## config.mk

```make
export PLATFORM = sky130hd
export DESIGN_NAME = cache_miss_fsm_flat
export DESIGN_NICKNAME = d
export VERILOG_FILES = /design/src/rtl/cache_miss_fsm_if.sv /design/src/rtl/cache_miss_fsm.sv /design/src/flat_wrapper.sv
export SDC_FILE = /design/constraint.sdc
export NUM_CORES = 1
export LEC_CHECK = 0
export ABC_CLOCK_PERIOD_IN_PS = 2900
export CAP_MARGIN = 20
export CORE_ASPECT_RATIO = 0.5
export CORE_MARGIN = 5
export CORE_UTILIZATION = 45
export CTS_BUF_LIST = sky130_fd_sc_hd__clkbuf_4 sky130_fd_sc_hd__clkbuf_8 sky130_fd_sc_hd__clkbuf_16
export DETAILED_ROUTE_END_ITERATION = 16
export PLACE_DENSITY_LB_ADDON = 0.2
export REMOVE_ABC_BUFFERS = 1
export SETUP_SLACK_MARGIN = 0.2
export SLEW_MARGIN = 40
export SYNTH_ARGS = -nofsm -noshare
export SYNTH_HDL_FRONTEND = slang
export SYNTH_SLANG_ARGS = --single-unit
export TNS_END_PERCENT = 10
```

## constraint.sdc

```tcl
create_clock -name clk -period 2.9 [get_ports clk]
set_input_delay 0.58 -clock clk [delete_from_list [all_inputs] [get_ports clk]]
set_output_delay 0.58 -clock clk [all_outputs]
set_load 0.01 [all_outputs]
```

## src/rtl/cache_miss_fsm_if.sv

```systemverilog
// Request and datapath bundle between the cache controller side
// and the miss sequencer.
interface cache_miss_fsm_if #(
  parameter int TAG_SIZE    = 8,
  parameter int INDEX_SIZE  = 3,
  parameter int OFFSET_SIZE = 5
) ();
  localparam int SW = INDEX_SIZE + OFFSET_SIZE;
  localparam int AW = TAG_SIZE + SW;

  logic                   req;
  logic                   hit;
  logic                   dirty;
  logic                   wr_rd_cpu_q;
  logic [TAG_SIZE-1:0]    tag_new;
  logic [TAG_SIZE-1:0]    tag_old;
  logic [INDEX_SIZE-1:0]  index;
  logic [OFFSET_SIZE-1:0] offset;

  logic                   busy;
  logic                   done;
  logic [AW-1:0]          Address_sdram;
  logic                   wr_rd_sdram;
  logic                   mstrb_sdram;
  logic                   mux_sel;
  logic                   demux_sel;
  logic                   wen_sram;
  logic [SW-1:0]          address_sram;
  logic                   tag_update;
  logic                   set_dirty;

  modport master (
    output req, hit, dirty, wr_rd_cpu_q,
    output tag_new, tag_old, index, offset,
    input  busy, done, Address_sdram,
    input  wr_rd_sdram, mstrb_sdram,
    input  mux_sel, demux_sel, wen_sram,
    input  address_sram, tag_update, set_dirty
  );

  modport slave (
    input  req, hit, dirty, wr_rd_cpu_q,
    input  tag_new, tag_old, index, offset,
    output busy, done, Address_sdram,
    output wr_rd_sdram, mstrb_sdram,
    output mux_sel, demux_sel, wen_sram,
    output address_sram, tag_update, set_dirty
  );
endinterface

```

## src/rtl/cache_miss_fsm.sv

```systemverilog
// Hit / write-back / line-fill sequencer driving the SRAM
// datapath selects and the strobed SDRAM interface.
module cache_miss_fsm #(
  parameter int TAG_SIZE    = 8,
  parameter int INDEX_SIZE  = 3,
  parameter int OFFSET_SIZE = 5,
  parameter int SDRAM_WAIT  = 3
) (
  input logic            clk,
  input logic            rst,
  cache_miss_fsm_if.slave bus
);
  localparam int SW = INDEX_SIZE + OFFSET_SIZE;
  localparam int AW = TAG_SIZE + SW;
  localparam logic [3:0] WAIT_LAST = 4'(SDRAM_WAIT - 1);
  localparam logic [OFFSET_SIZE-1:0] K_LAST = {OFFSET_SIZE{1'b1}};

  typedef enum logic [3:0] {
    IDLE,
    WB_RD,
    WB_STB,
    WB_WAIT,
    FILL_STB,
    FILL_WAIT,
    FILL_WR,
    TAG_UPD,
    ACCESS,
    DONE
  } state_t;

  state_t state, state_nx;

  logic [OFFSET_SIZE-1:0] k, k_nx;
  logic [3:0]             wcnt, wcnt_nx;
  logic                   wait_last;

  logic                   wr_q;
  logic [TAG_SIZE-1:0]    tag_new_q;
  logic [TAG_SIZE-1:0]    tag_old_q;
  logic [INDEX_SIZE-1:0]  index_q;
  logic [OFFSET_SIZE-1:0] offset_q;

  logic [SW-1:0] sram_hold;
  logic [AW-1:0] sdram_hold;

  assign wait_last = (wcnt == WAIT_LAST);

  always_ff @(posedge clk or posedge rst) begin
    if (rst) begin
      state      <= IDLE;
      k          <= '0;
      wcnt       <= '0;
      wr_q       <= 1'b0;
      tag_new_q  <= '0;
      tag_old_q  <= '0;
      index_q    <= '0;
      offset_q   <= '0;
      sram_hold  <= '0;
      sdram_hold <= '0;
    end else begin
      state      <= state_nx;
      k          <= k_nx;
      wcnt       <= wcnt_nx;
      sram_hold  <= bus.address_sram;
      sdram_hold <= bus.Address_sdram;
      if (state == IDLE && bus.req) begin
        wr_q      <= bus.wr_rd_cpu_q;
        tag_new_q <= bus.tag_new;
        tag_old_q <= bus.tag_old;
        index_q   <= bus.index;
        offset_q  <= bus.offset;
      end
    end
  end

  always_comb begin
    state_nx          = state;
    k_nx              = k;
    wcnt_nx           = wcnt;
    bus.busy          = 1'b0;
    bus.done          = 1'b0;
    bus.Address_sdram = sdram_hold;
    bus.wr_rd_sdram   = 1'b0;
    bus.mstrb_sdram   = 1'b0;
    bus.mux_sel       = 1'b0;
    bus.demux_sel     = 1'b0;
    bus.wen_sram      = 1'b0;
    bus.address_sram  = sram_hold;
    bus.tag_update    = 1'b0;
    bus.set_dirty     = 1'b0;

    unique case (state)
      IDLE: begin
        if (bus.req) begin
          k_nx    = '0;
          wcnt_nx = '0;
          if (bus.hit)
            state_nx = ACCESS;
          else if (bus.dirty)
            state_nx = WB_RD;
          else
            state_nx = FILL_STB;
        end
      end

      WB_RD: begin
        bus.busy         = 1'b1;
        bus.address_sram = {index_q, k};
        bus.demux_sel    = 1'b1;
        state_nx         = WB_STB;
      end

      WB_STB: begin
        bus.busy          = 1'b1;
        bus.Address_sdram = {tag_old_q, index_q, k};
        bus.wr_rd_sdram   = 1'b1;
        bus.mstrb_sdram   = 1'b1;
        bus.demux_sel     = 1'b1;
        state_nx          = WB_WAIT;
      end

      WB_WAIT: begin
        bus.busy = 1'b1;
        if (wait_last) begin
          wcnt_nx = '0;
          // k wraps to zero on the last byte, ready for the fill
          k_nx     = k + 1'b1;
          state_nx = (k == K_LAST) ? FILL_STB : WB_RD;
        end else begin
          wcnt_nx = wcnt + 4'd1;
        end
      end

      FILL_STB: begin
        bus.busy          = 1'b1;
        bus.Address_sdram = {tag_new_q, index_q, k};
        bus.mstrb_sdram   = 1'b1;
        state_nx          = FILL_WAIT;
      end

      FILL_WAIT: begin
        bus.busy = 1'b1;
        if (wait_last) begin
          wcnt_nx  = '0;
          state_nx = FILL_WR;
        end else begin
          wcnt_nx = wcnt + 4'd1;
        end
      end

      FILL_WR: begin
        bus.busy         = 1'b1;
        bus.address_sram = {index_q, k};
        bus.mux_sel      = 1'b1;
        bus.wen_sram     = 1'b1;
        k_nx             = k + 1'b1;
        state_nx         = (k == K_LAST) ? TAG_UPD : FILL_STB;
      end

      TAG_UPD: begin
        bus.busy       = 1'b1;
        bus.tag_update = 1'b1;
        state_nx       = ACCESS;
      end

      ACCESS: begin
        bus.busy         = 1'b1;
        bus.address_sram = {index_q, offset_q};
        if (wr_q) begin
          bus.wen_sram  = 1'b1;
          bus.set_dirty = 1'b1;
        end
        state_nx = DONE;
      end

      DONE: begin
        bus.done = 1'b1;
        state_nx = IDLE;
      end

      default: state_nx = IDLE;
    endcase
  end
endmodule
```

## src/flat_wrapper.sv

```systemverilog
// flat-port wrapper written by rule: the top's interface ports become plain ports
module cache_miss_fsm_flat 
#(
  parameter int TAG_SIZE    = 8,
  parameter int INDEX_SIZE  = 3,
  parameter int OFFSET_SIZE = 5,
  parameter int SDRAM_WAIT  = 3
)
  (clk, rst, bus_req, bus_hit, bus_dirty, bus_wr_rd_cpu_q, bus_tag_new, bus_tag_old, bus_index, bus_offset, bus_busy, bus_done, bus_Address_sdram, bus_wr_rd_sdram, bus_mstrb_sdram, bus_mux_sel, bus_demux_sel, bus_wen_sram, bus_address_sram, bus_tag_update, bus_set_dirty);
  cache_miss_fsm_if #(.TAG_SIZE(TAG_SIZE), .INDEX_SIZE(INDEX_SIZE), .OFFSET_SIZE(OFFSET_SIZE)) bus_i ();
  input logic clk;
  input logic rst;
  input wire logic [$bits(bus_i.req)-1:0] bus_req;
  input wire logic [$bits(bus_i.hit)-1:0] bus_hit;
  input wire logic [$bits(bus_i.dirty)-1:0] bus_dirty;
  input wire logic [$bits(bus_i.wr_rd_cpu_q)-1:0] bus_wr_rd_cpu_q;
  input wire logic [$bits(bus_i.tag_new)-1:0] bus_tag_new;
  input wire logic [$bits(bus_i.tag_old)-1:0] bus_tag_old;
  input wire logic [$bits(bus_i.index)-1:0] bus_index;
  input wire logic [$bits(bus_i.offset)-1:0] bus_offset;
  output wire logic [$bits(bus_i.busy)-1:0] bus_busy;
  output wire logic [$bits(bus_i.done)-1:0] bus_done;
  output wire logic [$bits(bus_i.Address_sdram)-1:0] bus_Address_sdram;
  output wire logic [$bits(bus_i.wr_rd_sdram)-1:0] bus_wr_rd_sdram;
  output wire logic [$bits(bus_i.mstrb_sdram)-1:0] bus_mstrb_sdram;
  output wire logic [$bits(bus_i.mux_sel)-1:0] bus_mux_sel;
  output wire logic [$bits(bus_i.demux_sel)-1:0] bus_demux_sel;
  output wire logic [$bits(bus_i.wen_sram)-1:0] bus_wen_sram;
  output wire logic [$bits(bus_i.address_sram)-1:0] bus_address_sram;
  output wire logic [$bits(bus_i.tag_update)-1:0] bus_tag_update;
  output wire logic [$bits(bus_i.set_dirty)-1:0] bus_set_dirty;
  assign bus_i.req = bus_req;
  assign bus_i.hit = bus_hit;
  assign bus_i.dirty = bus_dirty;
  assign bus_i.wr_rd_cpu_q = bus_wr_rd_cpu_q;
  assign bus_i.tag_new = bus_tag_new;
  assign bus_i.tag_old = bus_tag_old;
  assign bus_i.index = bus_index;
  assign bus_i.offset = bus_offset;
  assign bus_busy = bus_i.busy;
  assign bus_done = bus_i.done;
  assign bus_Address_sdram = bus_i.Address_sdram;
  assign bus_wr_rd_sdram = bus_i.wr_rd_sdram;
  assign bus_mstrb_sdram = bus_i.mstrb_sdram;
  assign bus_mux_sel = bus_i.mux_sel;
  assign bus_demux_sel = bus_i.demux_sel;
  assign bus_wen_sram = bus_i.wen_sram;
  assign bus_address_sram = bus_i.address_sram;
  assign bus_tag_update = bus_i.tag_update;
  assign bus_set_dirty = bus_i.set_dirty;
  cache_miss_fsm #(.TAG_SIZE(TAG_SIZE), .INDEX_SIZE(INDEX_SIZE), .OFFSET_SIZE(OFFSET_SIZE), .SDRAM_WAIT(SDRAM_WAIT)) u_core (.clk(clk), .rst(rst), .bus(bus_i));
endmodule
```

# Word level (Yosys, flattened, before mapping)
# Index checks and enable logic that the tools add are counted.
dict set report totals {
  ff_bits 62
  latch_bits 0
  ram_bits 0
  romBits 0
  inputBits 30
  output_inout_bits 33
  elab_cells 64
  n_memories 0
}
dict set report classes {
  n_addsub 2
  mul 0
  n_div 0
  magnitude_cmp 0
  eq_ne 14
  shifts 0
  mux 26
  bitwise 0
  n_reduce_logical 12
}
# cell count
set op_table {}
lappend op_table {{4-bit one-hot mux with 9 select lines} 1}
lappend op_table {{16-bit one-hot mux with 2 select lines} 1}
lappend op_table {{4-bit two-way mux} 6}
lappend op_table {{4-bit by 3-bit equality test with 1-bit output (second input constant)} 4}
lappend op_table {{8-bit one-hot mux with 2 select lines} 1}
lappend op_table {{5-bit one-hot mux with 3 select lines} 1}
lappend op_table {{4-bit by 2-bit equality test with 1-bit output (second input constant)} 3}
lappend op_table {{5-bit two-way mux} 2}
lappend op_table {{1-bit two-way mux} 9}
lappend op_table {{4-bit equality test (second input constant)} 2}
lappend op_table {{4-bit one-hot mux with 2 select lines} 1}
lappend op_table {{2-bit OR reduction} 4}
lappend op_table {{8-bit OR reduction} 1}
lappend op_table {{3-bit two-way mux} 2}
lappend op_table {{3-bit AND reduction} 2}
lappend op_table {{5-bit by 1-bit adder with 5-bit output (second input constant)} 1}
lappend op_table {{5-bit equality test (second input constant)} 1}
lappend op_table {{4-bit by 1-bit adder with 4-bit output (second input constant)} 1}
lappend op_table {{4-bit by 1-bit equality test with 1-bit output (second input constant)} 1}
lappend op_table {{4-bit zero test} 1}
lappend op_table {{2-bit by 1-bit inequality test with 1-bit output (second input constant)} 2}
lappend op_table {{3-bit nonzero test} 1}
lappend op_table {{2-bit two-way mux} 1}
lappend op_table {{2-bit inequality test (second input constant)} 1}
lappend op_table {{4 further kinds} 4}

# Logic depth before layout (Yosys ltp)
# Gate-level depths: netlist of the first run.
dict set report logic_depth {
  depth_word 4
  ltp_mapped 7
  depth_no_buf 7
}

# Worst setup path before layout of the first run
# OpenSTA, ideal clock, no wires.
dict set report synth_timing {
  kind {register -> output}
  from {register u_core.state[0]}
  to {output bus_Address_sdram[7]}
  t_arrival_ps 1854
  required_time_ps 2320
  slack_ps 466
  stages_incl_launch_ff 6
  path_buffers 2
  path_cell_list {dfrtp_1 -> buf_4 -> nor4b_2 -> nor2_2 -> buf_6 -> mux2_1}
}
dict set report synth_via {
  elab_chain_len 2
  elab_cells_between_ends 3
  classes_between {eq/ne: 2; mux: 1}
}
# element line
set synth_rtl {}
lappend synth_rtl {{start, declared} cache_miss_fsm.sv:31} ;# state_t state, state_nx;
lappend synth_rtl {{start signal, assigned} cache_miss_fsm.sv:61} ;# state <= state_nx;
lappend synth_rtl {{4-bit by 3-bit equality test with 1-bit output / 4-bit by 2-bit equality test with 1-bit output (equally long branches)} cache_miss_fsm.sv:92} ;# unique case (state)
lappend synth_rtl {{16-bit one-hot mux with 2 select lines (*)} cache_miss_fsm.sv:92}
lappend synth_rtl {{end, declared} flat_wrapper.sv:23} ;# output wire logic [$bits(bus_i.Address_sdram)-1:0] bus_Address_sdram;
# Every way passes the cells marked *; elsewhere a longest branch is shown, timed or not.

# Worst setup path in the final report of the first run
dict set report layout_timing {
  from {register u_core.state[0]}
  to {output bus_address_sram[5]}
}
dict set report layout_via {
  elab_chain_len 3
  elab_cells_between_ends 5
  classes_between {eq/ne: 3; mux: 1; reduce/logical: 1}
}
# element line
set layout_rtl {}
lappend layout_rtl {{4-bit by 1-bit equality test with 1-bit output / 4-bit by 3-bit equality test with 1-bit output (equally long branches)} cache_miss_fsm.sv:92}
lappend layout_rtl {{2-bit OR reduction (no source line)} n/a}
lappend layout_rtl {{8-bit one-hot mux with 2 select lines (*)} cache_miss_fsm.sv:92}
lappend layout_rtl {{end, declared} flat_wrapper.sv:29} ;# output wire logic [$bits(bus_i.address_sram)-1:0] bus_address_sram;
# Marks and branches as above.

==> flow_summary.ini, run 1 <==
[cts]
cts_hold_buf = 0
cts_root_buf = clkbuf_16
insertion_delay_ns = 0.33
path_clk_slew_ns = 0.05
cts_tree = done
htree_num_levels = 3
numCtsBuffers = 9
cts_sinks = 62
cts_buffer_depth = 2

[yosys]
synth_compound_area_frac = 0.0915
synth-edff-count = 0
synth_xor_area_frac = 0.00924
synth_top_family_by_area = simple AND/OR/NAND/NOR gates
synth.area.mux_share = 0.0656
syn_area_per_cell_um2 = 9.98
ys_ff_latch = 62
synth-adder-area-share = 0.00880
synth.top_cell.area_share = 0.546
yosysTopAreaCell = dfrtp_1
seq_area_frac_synth = 0.546
synth.area.top_cells = dfrtp_1 (55%), nand2_1 (13%), mux2_2 (4.8%)
synth_commonest_cells = nand2_1 (100), dfrtp_1 (62), mux2_2 (12)
synth.distinct_cells = 50
syn-cell-area_um2 = 2840
synth-main-ff-cell = dfrtp_1
yosys.cell_count.top_type = nand2_1
syn_inst = 285
async_flop_share = 1.00
yosysWarningCount = 0
yosys.area_share.simple = 0.249

[placement]
post-dp-hpwl_mm = 4.84
io_buffers = 62
dpl_cell_area_um2 = 3620
place.gp.congestion = 0.857

[drt]
vias = 2372
ant_nets = 0
wl_per_cell_um = 15.9
drc_errors = 0
first_pass_iters = 4
wl_mm = 7.31
post_drt_via_cell_ratio = 5.17
initialDrtViolationCount = 244

[pwr]
power_density_nw_per_um2 = 534
ir_drop_uv = 308
power_mw = 2.18
leakage_nw = 2.02

[finish]
fin_nets = 398
diodes = 0
syn_to_final_growth_pct = 43.4
drive_gt1_frac = 0.175
finalInstanceArea_um2 = 4080
final_util = 0.668

[timing]
fmax_ghz = 0.371
fin_crit_ns = 2.70
finClkSkew_ns = 0.00459
slew_viol_final = 0
setup_tns_ns = 0
finalHoldViolCount = 0
slew_headroom = 0.624
finalCritPeriodShare = 0.930
worst_pin_slew_ns = 0.564
rsz0062_at_grt = true
timing.hold.ws_ns = 0.467
setup_viol = 0

[setup_path]
cp-start-kind = flip-flop
critPathKind = reg -> out
worst_r2r_startpoint = u_core.state[0]
endpoint_kind = primary output
critPathLaunch = u_core.state[0]
required_ns = 2.32
arrival_ns = 2.12
crit_fanout = 8

[job]
drv_cap = 0

[floorplanning]
core-area_um2 = 6110
ioPinCount = 63
dieArea_um2 = 8110
num_rows = 20
die_w_um = 122
start_util = 0.466
fp.dieH_um = 66.2

[global_routing]
grt_use_total = 0.198
use_met1 = 0.259
grt-ovfl-total = 0
grt_util_met3 = 0.0735
grt_pass1_wl_mm = 12.3
grt_pass1_vias = 2487
met2_usage = 0.312
grt-busiest-layer = met2
grt_max_degree = 63
antenna_found_initial = 0

[hold_path]
min_path_type = reg -> reg
hold_path_startpoint = u_core.sdram_hold[12]

[outcome]
status = finished, final reports clean
critical path: stages, from the launching register on:
cell	delay (ns)
dfrtp_1	0.39
buf_6	0.17
nand3b_1	0.20
a21oi_4	0.09
a21oi_4	0.27
mux2_2	0.39
dlygate4sd2_1	0.28
timing repair:
item / in CTS / in global routing
setup buffers: 1 / 6
pin swaps: 1 / 6
gates resized for setup: 31 / 9
setup endpoints to repair: 28 / 27
cell type report:
cell class	count	area, µm²
well taps	88	110
clock buffers	11	246
flip-flops and latches	62	1550
clock inverters	5	106
fillers	523	2030
inverters	2	7.51
multi-input cells	205	1250
repair buffers	86	803
final timing paths:
check | to | slack, ns | cells after the start
hold / removal | u_core.sdram_hold[12] | 0.47 | 2
min in group asynchronous | u_core.sdram_hold[13] | 0.70 | 3
setup / recovery | bus_address_sram[5] | 0.20 | 6
max in group asynchronous | u_core.state[3] | 1.77 | 3
hold reg to reg | u_core.sdram_hold[12] | 0.47 | 2
setup reg to reg | u_core.k[3] | 0.72 | 6
state kept, by name (all words and copies together), names as in the netlist:
register and count:
u_core.sdram_hold 16, u_core.index_q 3, u_core.wcnt 4, u_core.k 5
u_core.tag_new_q 8, u_core.wr_q 1, u_core.tag_old_q 8, u_core.sram_hold 8
u_core.state 4, u_core.offset_q 5
metal layers:
layer / vias to the layer above / share of wire
li1: 1136 / -
met1: 1166 / 0.45
met2: 60 / 0.48
met3: 10 / 0.053
met4: 0 / 0.014
met5: - / 0
per-stage QoR:
step	setup WS, ns	cells
6_report	0.204	459
3_3_place_gp	0.319	436
3_5_place_dp	0.280	436
2_1_floorplan	0.396	269
5_1_grt	0.133	459
4_1_cts	0.151	453
power by group:
group	switching (mW)	internal [mW]	leakage (nW)
combinational	0.0241	0.0365	1.04
sequential	0	0.866	0.808
clock	0.379	0.873	0.169
total	0.404	1.78	2.02
logic make-up after synthesis:
kind of cell    count (synthesis)
compound gates                 35
buf+inv                        18
flops                          62
simple gates                  148
fa+ha+maj                       2
mux                            17
xor+xnor                        3
placed cells by master (no fill, tap or decap), types with 3 or more instances in the layout:
master	netlist	layout
nand2_1	100	100
dfrtp_1	62	61
clkdlybuf4s50_1	0	37
dlygate4sd2_1	0	23
buf_4	1	19
mux2_2	12	11
nor2_1	9	9
clkbuf_16	0	9
a22oi_1	8	8
and3_1	7	7
nand2b_1	6	6
a21oi_1	7	6
a221o_1	5	5
mux2i_1	4	4
xnor2_1	3	3
bufinv_16	0	3
buf_6	1	3
No activity file was read; power rests on OpenSTA's default activity.
==> inputs of run 2 (changes only) <==
Settings changed: SLEW_MARGIN 40 to default.
==> run 2 against run 1 <==
- sequential share of layout area about the same
- combinational power shrank 0.8%
- first-iteration DRC count grew 21%
- wire length about the same
- clock power barely moved
- critical endpoint unchanged
- critical path depth unchanged
- power down 0.19%
==> flow_summary.ini, run 2 (same netlist as run 1, synthesis figures left out) <==
[drt]
drc_errors = 0
post_drt_via_cell_ratio = 5.15
vias = 2365
ant_nets = 0
wl_per_cell_um = 15.9
first_pass_iters = 4
initialDrtViolationCount = 296
wl_mm = 7.32

[outcome]
status = finished, final reports clean

[floorplanning]
dieArea_um2 = 8110
core-area_um2 = 6110
ioPinCount = 63
num_rows = 20
die_w_um = 122
fp.dieH_um = 66.2
start_util = 0.466

[cts]
cts_sinks = 62
path_clk_slew_ns = 0.05
cts_hold_buf = 0
insertion_delay_ns = 0.33
cts_root_buf = clkbuf_16
numCtsBuffers = 9
cts_tree = done
htree_num_levels = 3
cts_buffer_depth = 2

[pwr]
power.switching_mw = 0.400
internal-power_mw = 1.78
switching_share = 0.184
comb_power_share = 0.028
ir_drop_uv = 308
p_seq_frac = 0.398
clock_power_share = 0.574
leakage_nw = 2.02
power_density_nw_per_um2 = 534

[job]
drv_cap = 0

[placement]
place.gp.congestion = 0.857
dpl_cell_area_um2 = 3620
io_buffers = 62
post-dp-hpwl_mm = 4.84

[timing]
finalCritPeriodShare = 0.930
setup_tns_ns = 0
finClkSkew_ns = 0.00411
finalHoldViolCount = 0
fin_crit_ns = 2.70
slew_viol_final = 0
slew_headroom = 0.472
fmax_ghz = 0.371
worst_pin_slew_ns = 0.791
setup_viol = 0
rsz0062_at_grt = true

[hold_path]
min_path_type = reg -> reg

[finish]
finalInstanceArea_um2 = 4080
layout_common_cells = nand2_1 (100), dfrtp_1 (61), clkdlybuf4s50_1 (37)
fin_nets = 398
syn_to_final_growth_pct = 43.3
multi_input_area_um2 = 1250
ff_latch_area_um2 = 1550
diodes = 0
n_fill_cell = 521
largest_reg_flops = 16
layout_commonest_cell = nand2_1
drive_gt1_frac = 0.175
top_register = u_core.sdram_hold

[setup_path]
required_ns = 2.32
endpoint_kind = primary output
crit_slowest_cell = mux2_2
cpMostUsedCell = a21oi_4
critPathMaxStageDelay_ns = 0.39
path_delay_family = buffers and inverters
cp-start-kind = flip-flop
crit_chain = buf_6, nand3b_1, a21oi_4, a21oi_4, mux2_2, dlygate4sd2_1
arrival_ns = 2.12
critPathKind = reg -> out
crit_fanout = 8
path_buf_inv = 2

[global_routing]
met2_usage = 0.312
grt_pass1_vias = 2487
grt_use_total = 0.198
grt_max_degree = 63
grt_pass1_wl_mm = 12.3
grt-ovfl-total = 0
grt-busiest-layer = met2
use_met1 = 0.259
grt_util_met3 = 0.0735
antenna_found_initial = 0
==> run 2: worst paths after layout <==
kind / startpoint / slack [ns] / to / depth (start not counted)
max in group asynchronous: rst / 1.53 / u_core.state[3] / 3
worst min register to register: u_core.sdram_hold[12] / 0.47 / u_core.sdram_hold[12] / 2
worst max register to register: u_core.state[0] / 0.73 / u_core.k[3] / 6
worst max-delay path: u_core.state[0] / 0.20 / bus_address_sram[5] / 6
worst min-delay path: u_core.sdram_hold[12] / 0.47 / u_core.sdram_hold[12] / 2
min in group asynchronous: rst / 0.80 / u_core.sdram_hold[13] / 3
==> run 2: power by group through the flow <==
| stage | sequential (mW) | clock, mW | combinational [mW] |
|---|---|---|---|
| 6_report | 0.866 | 1.25 | 0.0602 |
| 5_1_grt | 0.865 | 1.32 | 0.0666 |
| 4_1_cts | 0.866 | 1.27 | 0.0618 |
| 3_5_place_dp | 0.881 | 0 | 0.0612 |
| 3_3_place_gp | 0.881 | 0 | 0.0603 |
| 2_1_floorplan | 0.881 | 0 | 0.0143 |
==> run 2: routing by layer <==
layer | routed length [µm] | vias up | share of wire
li1 | - | 1136 | -
met2 | 3460 | 63 | 0.47
met1 | 3360 | 1152 | 0.46
met4 | 110 | 0 | 0.015
met3 | 391 | 14 | 0.053
met5 | 0 | - | 0
==> run 2: area by class of cell <==
type / count / area share
inverter: 2 / 0.00184
timing repair buffer: 86 / 0.196
clock inverter: 5 / 0.0261
tap: 88 / 0.0270
clock buffer: 11 / 0.0605
sequential: 62 / 0.381
multi-input combinational: 205 / 0.307
==> run 2: through the flow <==
stage               cells  hold WS, ns  power [mW]  setup WS, ns   util
floorplan             269        0.437       0.895         0.396      -
global route          459        0.494        2.25         0.133  0.667
CTS                   453        0.474        2.20         0.151  0.653
finish                459        0.467        2.17         0.204  0.667
global placement      436        0.452       0.941         0.319  0.594
detailed placement    436        0.461       0.942         0.280  0.594
==> run 2: tightest hold or removal path, cell delays in order, from the launching register on <==
cell,delay (ns)
dfrtp_1,0.32
nand2_1,0.04
nand2_1,0.07
==> run 2: what timing repair did <==
item                       CTS  global route
setup endpoints to repair   28            27
pin swaps                    1             6
buffers inserted             1             6
gates resized for setup     31             9
